<file path="src/rtl/cluster_locate_multi.sv">
`default_nettype none
//==============================================================================
// Module   : cluster_locate_multi
// Brief    : Finds up to MAX_CL above-threshold channel runs in one Avalon-ST
//            frame and streams one record per stored cluster plus a summary.
// Revision : 1.0  initial release
//==============================================================================
module cluster_locate_multi #(
    parameter int DATA_W = 16,
    parameter int CH_NUM = 320,
    parameter int CH_W   = 9,
    parameter int MAX_CL = 4,
    parameter int SUM_W  = 25
) (
    input  logic              clk,
    input  logic              rst,
    input  logic [DATA_W-1:0] data_in_data,
    input  logic              data_in_valid,
    output logic              data_in_ready,
    input  logic              data_in_startofpacket,
    input  logic              data_in_endofpacket,
    input  logic [DATA_W-1:0] threshold,
    input  logic [CH_W-1:0]   min_size,
    output logic              cl_valid,
    input  logic              cl_ready,
    output logic [CH_W-1:0]   cl_left,
    output logic [CH_W-1:0]   cl_right,
    output logic [SUM_W-1:0]  cl_sum,
    output logic [3:0]        cl_index,
    output logic              cl_last,
    output logic              frame_done,
    output logic [4:0]        n_clusters,
    output logic              cl_overflow,
    output logic              frame_err
);

    localparam int            CL_AW     = (MAX_CL > 1) ? $clog2(MAX_CL) : 1;
    localparam logic [CH_W:0] CNT_SAT   = {(CH_W+1){1'b1}};
    localparam logic [CH_W:0] CH_SAT    = {1'b0, {CH_W{1'b1}}};
    localparam logic [CH_W:0] FRAME_LEN = (CH_W+1)'(CH_NUM);
    localparam logic [4:0]    MAX_CL_N  = 5'(MAX_CL);

    typedef enum logic [1:0] {
        S_IDLE = 2'd0,
        S_REC  = 2'd1,
        S_EMIT = 2'd2,
        S_DONE = 2'd3
    } state_t;

    state_t                   state_q, state_d;
    logic                     ready_q, ready_d;
    logic [CH_W:0]            cnt_q, cnt_d;
    logic signed [DATA_W-1:0] thr_q, thr_d;
    logic [CH_W-1:0]          min_q, min_d;
    logic                     open_q, open_d;
    logic [CH_W-1:0]          rleft_q, rleft_d;
    logic [CH_W-1:0]          rlen_q, rlen_d;
    logic signed [SUM_W-1:0]  rsum_q, rsum_d;
    logic [4:0]               ncl_q, ncl_d;
    logic                     ovf_q, ovf_d;
    logic                     err_q, err_d;
    logic [3:0]               idx_q, idx_d;

    logic [CH_W-1:0]          st_left_q  [MAX_CL];
    logic [CH_W-1:0]          st_right_q [MAX_CL];
    logic signed [SUM_W-1:0]  st_sum_q   [MAX_CL];

    logic                     st_we;
    logic [CL_AW-1:0]         st_waddr;
    logic [CH_W-1:0]          st_wleft, st_wright;
    logic signed [SUM_W-1:0]  st_wsum;

    logic                     beat, cls;
    logic [CH_W-1:0]          cls_left, cls_right, cls_len;
    logic signed [SUM_W-1:0]  cls_sum;

    logic                     accept, sop, above, last_rec;
    logic [CH_W-1:0]          ch_cur, min_raw, min_eff;
    logic signed [DATA_W-1:0] thr_eff;
    logic signed [SUM_W-1:0]  data_ext;
    logic [CL_AW-1:0]         rd;

    assign accept   = data_in_valid & ready_q;
    assign sop      = data_in_startofpacket;
    assign ch_cur   = sop ? '0 : ((cnt_q > CH_SAT) ? {CH_W{1'b1}} : cnt_q[CH_W-1:0]);
    assign thr_eff  = sop ? $signed(threshold) : thr_q;
    assign min_raw  = sop ? min_size : min_q;
    assign min_eff  = (min_raw == '0) ? CH_W'(1) : min_raw;
    assign above    = $signed(data_in_data) > thr_eff;
    assign data_ext = SUM_W'($signed(data_in_data));
    assign last_rec = ({1'b0, idx_q} == (ncl_q - 5'd1));

    always_comb begin
        state_d   = state_q;
        cnt_d     = cnt_q;
        thr_d     = thr_q;
        min_d     = min_q;
        open_d    = open_q;
        rleft_d   = rleft_q;
        rlen_d    = rlen_q;
        rsum_d    = rsum_q;
        ncl_d     = ncl_q;
        ovf_d     = ovf_q;
        err_d     = err_q;
        idx_d     = idx_q;
        st_we     = 1'b0;
        st_waddr  = '0;
        st_wleft  = '0;
        st_wright = '0;
        st_wsum   = '0;
        beat      = 1'b0;
        cls       = 1'b0;
        cls_left  = rleft_q;
        cls_right = '0;
        cls_len   = rlen_q;
        cls_sum   = rsum_q;

        case (state_q)
            S_IDLE: beat = accept & sop;
            S_REC:  beat = accept;
            S_EMIT: begin
                if (cl_ready) begin
                    if (last_rec) state_d = S_DONE;
                    else          idx_d   = idx_q + 4'd1;
                end
            end
            S_DONE:  state_d = S_IDLE;
            default: state_d = S_IDLE;
        endcase

        if (beat) begin
            // A SOP restarts the frame; a SOP seen while recording is a fault.
            if (sop) begin
                thr_d  = $signed(threshold);
                min_d  = min_size;
                ncl_d  = '0;
                ovf_d  = 1'b0;
                err_d  = (state_q == S_REC);
                open_d = 1'b0;
                cnt_d  = '0;
            end

            if (above) begin
                if (open_d) begin
                    rlen_d = (rlen_q == {CH_W{1'b1}}) ? rlen_q : rlen_q + CH_W'(1);
                    rsum_d = rsum_q + data_ext;
                end else begin
                    open_d  = 1'b1;
                    rleft_d = ch_cur;
                    rlen_d  = CH_W'(1);
                    rsum_d  = data_ext;
                end
            end else begin
                if (open_d) begin
                    cls       = 1'b1;
                    cls_right = ch_cur - CH_W'(1);
                end
                open_d = 1'b0;
            end

            if (data_in_endofpacket && open_d) begin
                cls       = 1'b1;
                cls_left  = rleft_d;
                cls_right = ch_cur;
                cls_len   = rlen_d;
                cls_sum   = rsum_d;
                open_d    = 1'b0;
            end

            if (cls && (cls_len >= min_eff)) begin
                if (ncl_d < MAX_CL_N) begin
                    st_we     = 1'b1;
                    st_waddr  = ncl_d[CL_AW-1:0];
                    st_wleft  = cls_left;
                    st_wright = cls_right;
                    st_wsum   = cls_sum;
                    ncl_d     = ncl_d + 5'd1;
                end else begin
                    ovf_d = 1'b1;
                end
            end

            cnt_d = (cnt_d == CNT_SAT) ? cnt_d : cnt_d + (CH_W+1)'(1);

            if (data_in_endofpacket) begin
                err_d   = err_d | (cnt_d != FRAME_LEN);
                idx_d   = '0;
                state_d = (ncl_d != 5'd0) ? S_EMIT : S_DONE;
            end else begin
                state_d = S_REC;
            end
        end

        ready_d = (state_d == S_IDLE) || (state_d == S_REC);
    end

    always_ff @(posedge clk or posedge rst) begin
        if (rst) begin
            state_q <= S_IDLE;
            ready_q <= 1'b0;
            cnt_q   <= '0;
            thr_q   <= '0;
            min_q   <= '0;
            open_q  <= 1'b0;
            rleft_q <= '0;
            rlen_q  <= '0;
            rsum_q  <= '0;
            ncl_q   <= '0;
            ovf_q   <= 1'b0;
            err_q   <= 1'b0;
            idx_q   <= '0;
        end else begin
            state_q <= state_d;
            ready_q <= ready_d;
            cnt_q   <= cnt_d;
            thr_q   <= thr_d;
            min_q   <= min_d;
            open_q  <= open_d;
            rleft_q <= rleft_d;
            rlen_q  <= rlen_d;
            rsum_q  <= rsum_d;
            ncl_q   <= ncl_d;
            ovf_q   <= ovf_d;
            err_q   <= err_d;
            idx_q   <= idx_d;
        end
    end

    always_ff @(posedge clk or posedge rst) begin
        if (rst) begin
            for (int i = 0; i < MAX_CL; i++) begin
                st_left_q[i]  <= '0;
                st_right_q[i] <= '0;
                st_sum_q[i]   <= '0;
            end
        end else if (st_we) begin
            st_left_q[st_waddr]  <= st_wleft;
            st_right_q[st_waddr] <= st_wright;
            st_sum_q[st_waddr]   <= st_wsum;
        end
    end

    // Record fields read zero outside EMIT so idle outputs stay quiet.
    assign rd            = idx_q[CL_AW-1:0];
    assign data_in_ready = ready_q;
    assign cl_valid      = (state_q == S_EMIT);
    assign cl_left       = cl_valid ? st_left_q[rd]  : '0;
    assign cl_right      = cl_valid ? st_right_q[rd] : '0;
    assign cl_sum        = cl_valid ? st_sum_q[rd]   : '0;
    assign cl_index      = cl_valid ? idx_q          : '0;
    assign cl_last       = cl_valid & last_rec;
    assign frame_done    = (state_q == S_DONE);
    assign n_clusters    = ncl_q;
    assign cl_overflow   = ovf_q;
    assign frame_err     = err_q;

endmodule
`default_nettype wire

</file>
<file path="config.mk">
export PLATFORM = sky130hd
export DESIGN_NAME = cluster_locate_multi
export DESIGN_NICKNAME = d
export VERILOG_FILES = /design/src/rtl/cluster_locate_multi.sv
export SDC_FILE = /design/constraint.sdc
export NUM_CORES = 1
export LEC_CHECK = 0
export BUFFER_PORTS_ARGS = -buffer_cell sky130_fd_sc_hd__buf_2
export CORE_MARGIN = 4
export CORE_UTILIZATION = 25
export DETAILED_ROUTE_END_ITERATION = 7
export PLACE_DENSITY_LB_ADDON = 0.3
export SYNTH_ARGS = -nofsm -noshare
export SYNTH_HDL_FRONTEND = slang
export SYNTH_SLANG_ARGS = --single-unit
</file>
<file path="constraint.sdc">
create_clock -name clk -period 8.77 [get_ports clk]
set_clock_uncertainty 0.2 [all_clocks]
set_input_delay 1.754 -clock clk [delete_from_list [all_inputs] [get_ports clk]]
set_output_delay 1.754 -clock clk [all_outputs]
set_load 0.01 [all_outputs]
</file>
== After elaboration in Yosys (flattened, before gate mapping) ==
Cells that the tools add are included.
Storage, ports and cells
  bits in read-only memories: 0
  bits in registers: 265
  bits in writable memories: 0
  bits in latches: 0
  memories: 0
Cells by class
  shifts and indexed selects: 0
  div/mod/pow operators: 0
  equal/unequal tests: 8
  bitwise logic cells: 6
  mux-type cells: 89
  reduce and logical (&&, ||, !) cells: 8
  multiply operators: 0
  magnitude comparators: 7
  $add $sub $neg: 7
Operators with widths (number)
  $mux 9: 28
  $mux 25: 10
  $bwmux 100: 1
  $bwmux 36: 2
  $bmux 25 s2: 1
  $demux 25 s2: 1
  $bmux 9 s2: 2
  $mux 10: 3
  $add 25x16->25: 1
  $mux 5: 5
  $mux 4: 6
  $mux 1: 19
  $demux 9 s2: 1
  $gt 16x16->1: 1
  $mux 16: 1
  $mux 2: 7
  $add 10x1->10 const B: 1
  $eq 10x10->1 const B: 1
  $gt 10x9->1 const B: 1
  $ne 10x9->1 const B: 1
  $add 9x1->9 const B: 1
  $eq 9x9->1 const B: 1
  $ge 9x9->1: 1
  $logic_not 9->1: 1
  19 further kinds: 28

== Depth between registers and ports, before layout ==
Gate-level depths: netlist (run 1).
  word-level depth: 18
  gate-level depth with buffers: 23
  gate-level depth less buffers: 19

== Least setup slack after synthesis (run 1) ==
Ideal clock, no wire load.
  path type: input port to flip-flop
  from: input port data_in_startofpacket
  to: register st_sum_q[21] (netlist bit)
  buffers on the path: 5
  data required time: 8.436 ns
  data arrival time: 6.961 ns
  path slack: 1.475 ns
  library setup time: 0.134 ns
  cell stages on the path: 23
  cell sequence: clkbuf_1 > buf_1 > clkbuf_1 > mux2i_1 > ha_1 > a21oi_1 > o21a_1 > o221a_2 > nand4_1 > a21boi_4 > buf_8 > nand2_8 > o311ai_0 > o21ai_0 > ha_1 > a211oi_1 > o21ai_0 > a21oi_1 > nor2_1 > o211ai_4 > buf_2 > mux2i_1 > o21ai_0
On the way
  cells in the longest elaborated chain, start to end: 17
Ends and longest elaborated chain
  from (decl): RTL line 20  | input logic data_in_startofpacket,
  $mux 16
  $gt 16x16->1: RTL line 89  | assign above = $signed(data_in_data) > thr_eff;
  $mux 1: RTL line 143  | if (above) begin
  $mux 1: RTL line 131  | if (beat) begin
  $logic_and 1x1->1: RTL line 161  | if (data_in_endofpacket && open_d) begin
  $mux 9: RTL line 161
  $mux 9: RTL line 131
  $ge 9x9->1: RTL line 170  | if (cls && (cls_len >= min_eff)) begin
  $logic_and 1x1->1: RTL line 170
  $mux 2: RTL line 170
  $mux 2: RTL line 131
  $not 2->3 (not written as such): RTL line 239  | st_sum_q[st_waddr] <= st_wsum;
  $ge 3x3->1 (not written as such) or $lt 3x1->1 (tied branches): RTL line 239
  $logic_and 1x1->1 (not written as such): RTL line 239
  $mux 25 (not written as such): RTL line 239
  $demux 25 s2: RTL line 239
  $bwmux 100: RTL line 239
  to (signal, indexed assignment): RTL line 239
  to (decl): RTL line 66  | logic signed [SUM_W-1:0] st_sum_q [MAX_CL];
Parallel ways exist; a longest one is shown, timed or not. The select of a mux whose other input is x is not followed.
A chain may end at the register's enable or synchronous reset.

== Worst setup path after layout (run 1) ==
  from: input port data_in_startofpacket
  to: register st_right_q[9] (netlist bit)
On the way
  cells in the longest elaborated chain, start to end: 17
Ends and longest elaborated chain
  $mux 16
  $gt 16x16->1: RTL line 89
  $mux 1: RTL line 143
  $mux 1: RTL line 131
  $logic_and 1x1->1: RTL line 161
  $mux 9: RTL line 161
  $mux 9: RTL line 131
  $ge 9x9->1: RTL line 170
  $logic_and 1x1->1: RTL line 170
  $mux 2: RTL line 170
  $mux 2: RTL line 131
  $not 2->3 (not written as such): RTL line 238  | st_right_q[st_waddr] <= st_wright;
  $ge 3x3->1 (not written as such) or $lt 3x1->1 (tied branches): RTL line 238
  $logic_and 1x1->1 (not written as such): RTL line 238
  $mux 9 (not written as such): RTL line 238
  $demux 9 s2: RTL line 238
  $bwmux 36: RTL line 238
  to (signal, indexed assignment): RTL line 238
  to (decl): RTL line 65  | logic [CH_W-1:0] st_right_q [MAX_CL];
Parallel ways exist; a longest one is shown, timed or not. The select of a mux whose other input is x is not followed.

==> results.txt, run 1 <==
- Parity-gate share of the synthesized area counting xor and xnor cells: 0.0139
* Worst Path Buf+Inv: 2
- Synthesized area: 15100 um^2
* Maximum fanout count along the critical path: 30
- Simple-gate area share of the yosys netlist: 0.159
* Effective utilization at floorplan: 0.254
- Power density cells: 246 nW/um^2
- 105 I/O pins were placed.
- Clock Latency Late Sink: 0.57 ns
* Aggregate routed wire length: 43.4 mm
- In this run, CTS created clock tree buffers numbering 29.
- Worst Max-Slew Pin Slew: 1.07 ns
- Ratio of final minimum period to clock period: 0.820
- The synthesized design contains 265 register bits.
- Proportion of layout cells with a drive suffix above 1: 0.166
- The detailed router finished its first iteration with 854 violations.
- The final-report max-slew violation count was 0.
- For this run, global-route usage on met3 was measured as 0.0224.
- Of the synthesized area, sequential elements account for 0.439.
- Critical path class: in -> reg
* Antenna-violating nets left: 0
- Adding up every negative setup slack in the final design gives 0 ns.
* Number of iterations in the first detailed-routing pass: 7
* Worst IR drop on VDD: 0.000150 V
- Buffers on Ports: 104
- Summing over every cut layer, the via total after detailed routing is 11800.
* Maximum root-to-sink buffer count: 3
- The die covers 64400 um^2.
- Critical Path End Type: flop
- In the routed layout, each cell is associated on average with a via count of 4.88.
- Measured against the total synthesized area, the mux share comes to 0.126.
- Main combinational cell family by area after synthesis: compound AO/OA/AOI/OAI gates
- The wire-length estimate of the detail-placed layout is 30.9 mm.
- The run finished with clean final reports.
- Based on the critical path, the design can be clocked at up to 0.139 GHz.
* Worst hold path type: reg -> reg
- Counting I/O delays and the setup requirement, the final critical path takes 7.19 ns.
- In this run the standard cell core region covers 59400 um^2.
- Cells along the critical path: buf_2, mux2i_1, ha_1, a21o_1, a21oi_1, o221a_2, nand4_1, a21boi_4, nand2_8, o311ai_0, o21ai_0, ha_1, nand4_1, nor2_1, a21oi_1, nor2_1, o211ai_4, buf_4, nand2_1, o21ai_0
* Final count of negative-setup-slack endpoints: 0
* RD Place Congestion: 0.825
* First-pass GRT wire length: 69.1 mm
- # Post-CTS Setup Buffers: 0
- Proportion of register bits with asynchronous set or reset after synthesis: 1.00
* Post-synth EDFFs: 0
* Critical path launch point type: input pin
- After detailed routing, the number of remaining DRC violations is 0.
* Post-cts resize count: 0
* Number of distinct standard cells referenced by the synthesized netlist: 76
* Total congestion overflow after global routing: 0
- In this run the tightest slew margin relative to its limit is 0.284.
- Vias in the first global route: 11700
- For this run, the total global-route usage over all layers was measured as 0.134.
- At the end of the flow, the number of nets in the layout was 1719.
- Post-synthesis to final-layout area growth: 14.4%
- The repair_antennas step left the layout with diodes totalling 0.
- Once placement finished, the instance area stood at 16300 um^2.
* Total number of placement rows: 89
* Slack of the worst reg-to-reg path: 2.94 ns
* Busiest metal layer after global routing: met2
- Buffer type at the clock tree root: sky130_fd_sc_hd__clkbuf_16
* Setup repair after global routing missed its margin: no
* Number of buffers inserted by hold repair at cts: 0
* Syn Nets: 1659
- Compound-cell area share of the yosys netlist: 0.180
- Counting every sink on the clock net gives 265.
- Most instantiated flip-flop cell in the synthesis netlist: sky130_fd_sc_hd__dfrtp_1
* Die X-Extent: 254 um
- The final hold violation count was 0.
* Highest-delay cell along the critical path: sky130_fd_sc_hd__nor2_1
* Final core utilization: 0.291
- Delay-heaviest family, CP: compound AO/OA/AOI/OAI gates
- Post-placement cell count: 2357
* Largest stage delay on the critical path: 0.70 ns
- After clock tree synthesis, the clock-pin slew on the worst setup and hold paths is 0.06 ns.
* Fraction of met2 tracks used by global routing: 0.208
- Area of all placed cells without fillers: 17300 um^2
- The average instance in the mapped netlist occupies 9.71 um^2.
* Die Ht: 254 um
* Fin cells: 2411
- Level count of the clock H-tree: 1
- The analysis attributes to cell leakage a power of 7.64 nW.
* Drt wl/cell: 18.0 um
- Of the total synthesized cell area, the portion taken by full adders, half adders and majority gates is 0.0477.
* Required arrival time at the worst endpoint: 9.00 ns
- Antenna violations before repair: 1
* Synthesized instance count: 1555
- Met1 Use GR: 0.199
* Number of maximum-capacitance violations: 0
* Worst endpoint data arrival time: 7.43 ns
- TritonCTS built the clock tree.
- Pin count of the biggest net entering global routing: 78
- During synthesis, Yosys emitted a total of 0 warnings.
[layer usage]
layer  wire (um)  share of wire
met1       21300           0.49
met2       19200           0.44
met3        2190          0.051
met4         673          0.016
met5           0              0
[cell usage after synthesis, drive strengths merged, types with 7 or more instances]
cell    number  area [um^2]
o21a        17          128
ha          56          701
mux2        20          225
a211oi       8         60.1
nand4       21          138
nand2b       8         50.1
a31oi        9         56.3
o21ai      228         1160
xor2        12          105
nor3        19         95.1
and2        59          369
dfrtp      265         6630
xnor2       12          105
mux4        43          968
clkbuf      47          181
o31ai       12         90.1
a21o        12         90.1
nor2b        8         50.1
and3        13         81.3
nand3       27          135
mux2i       60          713
nor2        88          330
or3          7         43.8
buf         48          240
a21oi       84          432
o211ai       9          123
nand2      257          981
inv         24         90.1
[cell families after synthesis]
family	after synthesis
flip-flops	265
AO/OA/AOI/OAI	443
buffers and inverters	119
AND/OR/NAND/NOR	524
adder cells (fa/ha/maj)	57
XOR/XNOR	24
multiplexers	123
[cells in the final DEF, fill, tap and decap left out, types with 23 or more instances in the layout]
cell type,instances
sky130_fd_sc_hd__inv_1,23
sky130_fd_sc_hd__mux4_2,43
sky130_fd_sc_hd__a21oi_1,83
sky130_fd_sc_hd__o21ai_0,204
sky130_fd_sc_hd__and2_1,59
sky130_fd_sc_hd__nand2_1,255
sky130_fd_sc_hd__mux2i_1,51
sky130_fd_sc_hd__clkbuf_16,29
sky130_fd_sc_hd__buf_2,104
sky130_fd_sc_hd__nor2_1,88
sky130_fd_sc_hd__dfrtp_1,263
sky130_fd_sc_hd__nand3_1,27
sky130_fd_sc_hd__ha_1,56
[report_power, final]
part | total, mW | switching, mW | internal (mW)
combinational | 1.51 | 0.956 | 0.555
sequential | 1.54 | 0.167 | 1.38
clock | 1.19 | 0.523 | 0.671
total | 4.25 | 1.65 | 2.60
[path summary, 6_finish.rpt]
kind / end / from / cells after the start
worst max-delay path: st_right_q[9] / data_in_startofpacket / 20
worst min-delay path: st_sum_q[13] / st_sum_q[13] / 2
worst max register to register: st_right_q[9] / thr_q[13] / 19
worst min register to register: st_sum_q[13] / st_sum_q[13] / 2
max in group asynchronous: idx_q[0] / rst / 3
min in group asynchronous: st_sum_q[30] / rst / 2
[per-stage QoR]
step           worst slack (ns)  power, mW  hold slack, ns
5_1_grt                   0.995       4.55           0.293
4_1_cts                    1.60       4.30           0.277
6_report                   1.58       4.25           0.276
2_1_floorplan              1.47       2.62           0.243
3_5_place_dp               1.00       3.08           0.263
3_3_place_gp               1.06       3.05           0.255
[state kept, by name, indices dropped and copies added (netlist names)]
name           count
rlen_q             9
st_right_q        36
st_left_q         36
state_q            2
n_clusters         5
cnt_q             10
st_sum_q         100
cl_overflow        1
idx_q              4
rleft_q            9
rsum_q            25
open_q             1
min_q              9
frame_err          1
thr_q             16
data_in_ready      1
[worst reg2reg max path: cells and delay by family, from the launching register on]
kind            cells  cell delay, ns
fa+ha+maj           2            0.61
compound gates      9            2.31
mux                 1            0.18
buf+inv             1            0.40
simple gates        6            1.60
flops               1            0.39
[cell type report]
| cell class | count | area, um^2 |
|---|---|---|
| Sequential cell | 265 | 6640 |
| Multi-Input combinational cell | 1171 | 7970 |
| Timing Repair Buffer | 124 | 671 |
| Fill cell | 6192 | 42100 |
| Clock buffer | 41 | 841 |
| Clock inverter | 13 | 88.8 |
| Inverter | 24 | 93.8 |
| Tap cell | 773 | 967 |
Note: power is estimated with default switching activity, not from simulation.
==> run 2: changes to the inputs <==
==> constraint.sdc (replaced) <==
create_clock -name clk -period 7 [get_ports clk]
set_clock_uncertainty 0.2 [all_clocks]
set_input_delay 1.4 -clock clk [delete_from_list [all_inputs] [get_ports clk]]
set_output_delay 1.4 -clock clk [all_outputs]
set_load 0.01 [all_outputs]
==> run 2 against run 1 <==
Net effect:
- critical path depth down 1
- sequential power up 24%
- total power up 26%
- largest cell class unchanged
- first-iteration DRC count up 7.6%
- die area unchanged
- register-to-register slack worse by 1.3 ns
- core utilization up 0.32 points
- cell count up 0.41%
- largest power group unchanged
- worst setup slack worse by 0.96 ns
- clock power up 31%
- highest routed layer unchanged
- combinational power up 25%
==> results.txt, run 2 (synthesized netlist as in run 1, its figures left out) <==
* Min cycle time layout: 6.38 ns
* Drt wl/cell: 17.6 um (-2.3%)
* Post-synthesis to final-layout area growth: 15.6%
- Hold-critical path endpoint: st_right_q[35]
- The flow ran to the end, and the final reports show no timing, DRC or antenna violations.
- Busiest metal layer after global routing: met1
- The sequential standard cell area came to 6640 um^2 (unchanged).
* Instance area after placement: 16500 um^2 (+0.86%)
- The top cell types in the final layout, fill and taps aside, are sky130_fd_sc_hd__dfrtp_1, sky130_fd_sc_hd__nand2_1, sky130_fd_sc_hd__o21ai_0.
* Residual DRC count: 0 (unchanged)
* Level count of the clock H-tree: 1 (unchanged)
- Worst R2R Path Depth: 17 (-2)
* Power density cells: 307 nW/um^2 (+25%)
- First-iteration detailed-routing DRC count: 919 (+7.6%)
- The worst vdd rail ir drop was 0.000212 V (+41%).
- CTS clk-pin slew, worst paths: 0.06 ns (about the same)
- The number of vias per cell after detailed routing came to 4.85 (-0.63%).
* Effective utilization at floorplan: 0.254 (unchanged)
- Worst slew margin: 0.410 (+0.126)
- The first-pass GRT wire length came to 68.3 mm (-1.1%).
- The hold path depth is 2 (unchanged).
- The internal reg-to-reg setup slack came to 1.61 ns (-1.33 ns).
* Fraction of met2 tracks used by global routing: 0.199 (-0.00857)
- Met1 Use GR: 0.200 (+0.00158)
- Pin count of the biggest net entering global routing: 136 (+74%)
- The met3 capacity usage during global routing is 0.0218 (-0.000614).
* NumNets Final: 1729 (+0.58%)
- The worst hold path begins at st_right_q[35].
- RD Place Congestion: 0.863 (+4.5%)
- The total routed wirelength is 42.5 mm (-1.9%).
- Maximum fanout count along the critical path: 36 (+20%)
- The final non-filler cell total was 2421 (+0.41%).
- The boundary pin count was 105 (unchanged).
- The utilization after layout was 0.294 (+0.00318).
- The number of buffers created by CTS came to 30 (+3.4%).
- The setup fix buffers added after clock tree synthesis is 0 (unchanged).
- The routed via count was 11700 (-0.22%).
- Total number of placement rows: 89 (unchanged)
* Die Ht: 254 um (unchanged)
- The fraction of layout cells with a size suffix above 1 is 0.170 (+0.00395).
- The required time of the critical path came to 7.30 ns (-1.70 ns).
- Critical path launch point type: input pin
- In this run the clock root is driven by a sky130_fd_sc_hd__clkbuf_16.
- The total of endpoints with negative setup slack in the final report came to 0 (unchanged).
- The critical path data arrival time was 6.68 ns (-0.75 ns).
- Post-detail-place hpwl: 30.7 mm (-0.80%)
- FILL cells: 6166 (-0.42%)
- The final cell area excluding filler cells came to 17500 um^2 (+1.1%).
* Delay-heaviest family, CP: compound AO/OA/AOI/OAI gates
* Origin of the critical flop-to-flop path: thr_q[9]
* Antenna-violating nets left: 0 (unchanged)
* Largest regs: st_sum_q x100, st_left_q x36, st_right_q x36
- Flip-flop count of the largest register, all copies and words added: 100 (unchanged)
- The number of resized instances in the post-cts repair step came to 0 (unchanged).
- Maximum root-to-sink buffer count: 3 (unchanged)
- The static power due to leakage was 7.74 nW (+1.4%).
- Die ar.: 64400 um^2 (unchanged)
- Antenna violations before repair: 1 (unchanged)
- Largest stage delay on the critical path: 0.68 ns (-0.02 ns)
* Worst hold path type: reg -> reg
* Die X-Extent: 254 um (unchanged)
- RR Endpoint: st_sum_q[74]
- Vias in the first global route: 11700 (+0.45%)
- Timing would allow up to 0.157 GHz.
- The worst setup path is of the in -> reg kind.
* Most common cell after layout, fill and taps aside: sky130_fd_sc_hd__dfrtp_1
- The final-report max-slew violation count was 0 (unchanged).
* Hold Vio Cnt, Final: 0 (unchanged)
* Total core area: 59400 um^2 (unchanged)
* Total GRT Usage: 0.131 (-0.00210)
* Number of iterations in the first detailed-routing pass: 5 (-2)
* Setup repair after global routing missed its margin: no
- Buffers on Ports: 104 (unchanged)
* Total Negative Setup Slacks: 0 ns (unchanged)
- Highest-delay cell along the critical path: sky130_fd_sc_hd__nor2_1
- Total congestion overflow after global routing: 0 (unchanged)
* Number of maximum-capacitance violations: 0 (unchanged)
- TritonCTS built the clock tree.
* Register with the most flip-flops: st_sum_q
* Clock Latency Late Sink: 0.59 ns (+0.02 ns)
- The measured slew at the worst slew-check pin is 0.881 ns (-0.193 ns).
* Number of buffers inserted by hold repair at cts: 0 (unchanged)
- Clock net sink count: 265 (unchanged)
- Worst Path Buf+Inv: 3 (+1)
* Area of combinational cells with multiple inputs: 7970 um^2 (about the same)
- The worst setup path is captured at a flop.
* Ratio of final minimum period to clock period: 0.911
- Traced cell by cell, the critical path runs through buf_2, buf_4, mux2i_1, ha_1, nand4_1, a2111o_1, a31o_4, nand2_1, nand3_1, or3_1, o21ai_0, ha_1, a211oi_1, o21ai_0, a21oi_1, nor2_1, o211ai_4, buf_12, o31ai_1.
- Post-placement cell count: 2366 (+0.38%)
==> run 2: cell count changes in the layout (fill, tap and decap cells not counted), sizes merged <==
cell,delta
buf,+9
bufinv,+1
clkbuf,+1
clkinv,+1
clkinvlp,-2
diode,+1
inv,-1
==> run 2: routing by layer <==
| metal | part of all wire | vias to the layer above |
|---|---|---|
| met5 | 0 | - |
| met4 | 0.015 | 0 |
| li1 | - | 5738 |
| met2 | 0.43 | 241 |
| met1 | 0.51 | 5715 |
| met3 | 0.042 | 49 |
==> run 2: area by class of cell <==
type,instances,area share
multi-input combinational,1171,0.456
timing repair buffer,133,0.0466
sequential,265,0.380
antenna,1,0.000143
clock buffer,42,0.0496
tap,773,0.0554
inverter,24,0.00538
clock inverter,12,0.00631
==> run 2: worst max-delay path by stage <==
stage,from,end,slack (ns),cells after the start
floorplan,data_in_startofpacket,st_sum_q[21],0.06,23
global placement,data_in_startofpacket,st_sum_q[55],0.08,21
detailed placement,data_in_startofpacket,st_sum_q[74],0.12,19
CTS,data_in_startofpacket,st_sum_q[74],0.73,19
global route,data_in_startofpacket,st_sum_q[74],0.24,19
finish,data_in_startofpacket,st_sum_q[74],0.62,19
==> run 2: metrics by stage <==
stage	worst slack, ns	hold slack, ns	power, mW
after detailed placement	0.117	0.267	3.84
final	0.620	0.275	5.37
after global placement	0.0788	0.256	3.81
after CTS	0.725	0.281	5.43
after floorplan	0.0589	0.243	3.28
after global routing	0.244	0.298	5.75
==> run 2: report_power, final <==
group	leakage (nW)	switching, mW	internal, mW
registers	3.55	0.186	1.73
logic	3.70	1.19	0.708
clock network	0.491	0.662	0.897
total	7.74	2.03	3.33
==> run 2: tightest hold or removal path: stages, from the launching register on <==
cell and delay [ns]:
sky130_fd_sc_hd__dfrtp_1 0.34, sky130_fd_sc_hd__nand2_1 0.05, sky130_fd_sc_hd__o21ai_0 0.06
==> run 3: changes to the inputs <==
==> constraint.sdc (replaced) <==
create_clock -name clk -period 7 [get_ports clk]
set_clock_uncertainty 0.2 [all_clocks]
set_input_delay 0.7 -clock clk [delete_from_list [all_inputs] [get_ports clk]]
set_output_delay 0.7 -clock clk [all_outputs]
set_load 0.01 [all_outputs]
==> run 3 against run 2 <==
Net effect:
- cell count decreased by 0.12%
- via count decreased by 0.14%
- design area about the same
- highest routed layer unchanged
==> results.txt, run 3 (synthesized netlist as in run 1, its figures left out) <==
- Status: completed
* Die ar.: 64400 um^2 (unchanged)
- The worst register-to-register path ends at st_sum_q[59].
- The clock transition at the registers of the reported paths is 0.06 ns (about the same).
- The maximum clock insertion buffer count was 3 (unchanged).
- The most critical setup path has its startpoint at data_in_startofpacket.
* Worst R2R Path Depth: 20 (+3)
- Effective utilization at floorplan: 0.254 (unchanged)
- Final count of negative-setup-slack endpoints: 0 (unchanged)
- Flip-flop count of the largest register, all copies and words added: 100 (unchanged)
* Fin worst setup slack: 0.877 ns (+0.257 ns)
- The core area was 59400 um^2 (unchanged).
* Avg Vias per Cell: 4.85 (about the same)
- Worst IR drop on VDD: 0.000235 V (+11%)
- The routed length per instance is 17.7 um (+0.79%).
* Total design power: 5.47 mW (+2.0%)
* Power density cells: 313 nW/um^2 (+1.9%)
- Total area of sequential cells: 6640 um^2 (unchanged)
- Hold Vio Cnt, Final: 0 (unchanged)
* Origin of the critical flop-to-flop path: thr_q[13]
- The number of port buffers was 104 (unchanged).
- The number of nets in the finished design came to 1725 (-0.23%).
- Post-detail-place hpwl: 30.7 mm (about the same)
* Aggregate routed wire length: 42.8 mm (+0.67%)
- Worst hold margin: 0.0366 ns (-0.239 ns)
* Area of combinational cells with multiple inputs: 7970 um^2 (unchanged)
- The boundary pin count was 105 (unchanged).
* Worst slew margin: 0.285 (-0.125)
- Setup repair after global routing missed its margin: no
- Number of iterations in the first detailed-routing pass: 5 (unchanged)
- The critical path in this run is classified as in -> reg.
* Most common cell after layout, fill and taps aside: sky130_fd_sc_hd__dfrtp_1
- Slack of the worst reg-to-reg path: 1.41 ns (-0.20 ns)
- The number of buffers created by CTS is 31 (+3.3%).
* Vias in the first global route: 11700 (-0.30%)
- Worst endpoint data arrival time: 6.34 ns (-0.34 ns)
- Total congestion overflow after global routing: 0 (unchanged)
- Setup slack after placement: 0.317 ns (+0.200 ns)
- The path class of the tightest hold or removal check is in -> async.
* RD Place Congestion: 0.837 (-3.0%)
- The required time of the critical path came to 7.22 ns (-0.08 ns).
- Post-synthesis to final-layout area growth: 15.8% (about the same)
* Level count of the clock H-tree: 1 (unchanged)
- The number of fillers in the final layout came to 6198 (+0.52%).
- The die span in y is 254 um (unchanged).
- Critical Path End Type: flop
- Clock net sink count: 265 (unchanged)
- Leak: 7.73 nW (-0.14%)
* First-iteration detailed-routing DRC count: 776 (-16%)
- CTS tree: built
- Register with the most flip-flops: st_sum_q
* Largest regs: st_sum_q x100, st_left_q x36, st_right_q x36
- Die X-Extent: 254 um (unchanged)
* Area of all placed cells without fillers: 17500 um^2 (about the same)
* Number of buffers inserted by hold repair at cts: 0 (unchanged)
- The first-pass GRT wire length was 68.7 mm (+0.61%).
* Number of maximum-capacitance violations: 0 (unchanged)
* Via count: 11700 (-0.14%)
* Residual DRC count: 0 (unchanged)
- The largest driver fanout on the critical path was 30 (-17%).
- The setup fix buffers added after clock tree synthesis was 0 (unchanged).
* Worst Max-Slew Pin Slew: 1.06 ns (+0.183 ns)
* Critical path launch point type: input pin
- Total Negative Setup Slacks: 0 ns (unchanged)
- Min cycle time layout: 6.12 ns (-0.257 ns)
* Total number of placement rows: 89 (unchanged)
- Ratio of final minimum period to clock period: 0.875 (-0.0367)
- The library cells used most frequently in the layout, excluding fill and tap cells, are sky130_fd_sc_hd__dfrtp_1, sky130_fd_sc_hd__nand2_1, sky130_fd_sc_hd__o21ai_0.
- The largest net degree at the start of global routing was 174 (+28%).
- The fraction of layout cells with a size suffix above 1 is 0.168 (-0.00212).
* Buffer type at the clock tree root: sky130_fd_sc_hd__clkbuf_16
- The number of resized instances in the post-cts repair step was 0 (unchanged).
* Highest Clock Rate: 0.163 GHz (+4.2%)
- The critical path ends at st_sum_q[59].
* Antenna violations before repair: 1 (unchanged)
- The number of antenna-violating nets in the routed design was 0 (unchanged).
- Max-slew violation total from the final report: 0 (unchanged)
- The insertion delay of the later-clocked pin in the worst-skew pair was 0.59 ns (about the same).
* Instance area after placement: 16400 um^2 (-0.38%)
- Total GRT Usage: 0.133 (+0.00146)
-- run 3: changes by cell type in the layout (fill, tap and decap cells not counted), sizes merged --
cell / delta
inv: +1
clkbuf: +5
clkinv: -7
bufinv: +1
buf: -5
clkinvlp: +2
-- run 3: how the worst min path moves through the flow --
| stage | startpoint | endpoint | slack (ns) | cells past startpoint |
|---|---|---|---|---|
| after floorplan | st_sum_q[49] | st_sum_q[49] | 0.24 | 2 |
| after global placement | st_sum_q[24] | st_sum_q[24] | 0.26 | 2 |
| after detailed placement | st_left_q[26] | st_left_q[26] | 0.26 | 2 |
| after CTS | rst | st_sum_q[82] | 0.04 | 2 |
| after global routing | rst | st_sum_q[32] | 0.09 | 2 |
| final | rst | st_sum_q[7] | 0.04 | 2 |
-- run 3: worst max-delay path, stage by stage --
cell	delay, ns
sky130_fd_sc_hd__buf_2	0.63
sky130_fd_sc_hd__mux2i_1	0.31
sky130_fd_sc_hd__ha_1	0.29
sky130_fd_sc_hd__a21o_1	0.19
sky130_fd_sc_hd__a21oi_1	0.13
sky130_fd_sc_hd__o221a_2	0.23
sky130_fd_sc_hd__nand4_1	0.32
sky130_fd_sc_hd__nand2_1	0.24
sky130_fd_sc_hd__buf_4	0.22
sky130_fd_sc_hd__nand4_1	0.17
sky130_fd_sc_hd__a21o_1	0.22
sky130_fd_sc_hd__a32o_1	0.20
sky130_fd_sc_hd__ha_1	0.30
sky130_fd_sc_hd__o21ai_0	0.08
sky130_fd_sc_hd__o21ai_0	0.16
sky130_fd_sc_hd__a21oi_1	0.12
sky130_fd_sc_hd__nor2_1	0.72
sky130_fd_sc_hd__o211ai_4	0.53
sky130_fd_sc_hd__buf_4	0.39
sky130_fd_sc_hd__nand2_1	0.08
sky130_fd_sc_hd__o21ai_0	0.07
-- run 3: layout make-up --
type,instances,area share
Clock inverter,9,0.00680
Antenna cell,1,0.000143
Sequential cell,265,0.380
Tap cell,773,0.0554
Multi-Input combinational cell,1171,0.456
Timing Repair Buffer,128,0.0430
Clock buffer,47,0.0536
Inverter,24,0.00537
-- run 3: report_power, final --
group	internal (mW)	switching (mW)
clock network	0.993	0.670
registers	1.73	0.187
logic	0.704	1.19
total	3.42	2.05
-- run 3: through the flow --
| step | util | cells |
|---|---|---|
| 2_1_floorplan | - | 1555 |
| 3_3_place_gp | 0.277 | 2361 |
| 3_5_place_dp | 0.277 | 2361 |
| 4_1_cts | 0.294 | 2417 |
| 5_1_grt | 0.294 | 2417 |
| 6_report | 0.294 | 2418 |
-- run 3: layer usage --
metal  GRT usage  part of all wire  vias to the layer above  wire (um)
met3      0.0222             0.042                       38       1820
met4      0.0224             0.015                        0        629
met1       0.201              0.51                     5738      21900
li1            -                 -                     5737          -
met5           0                 0                        -          0
met2       0.203              0.43                      214      18500
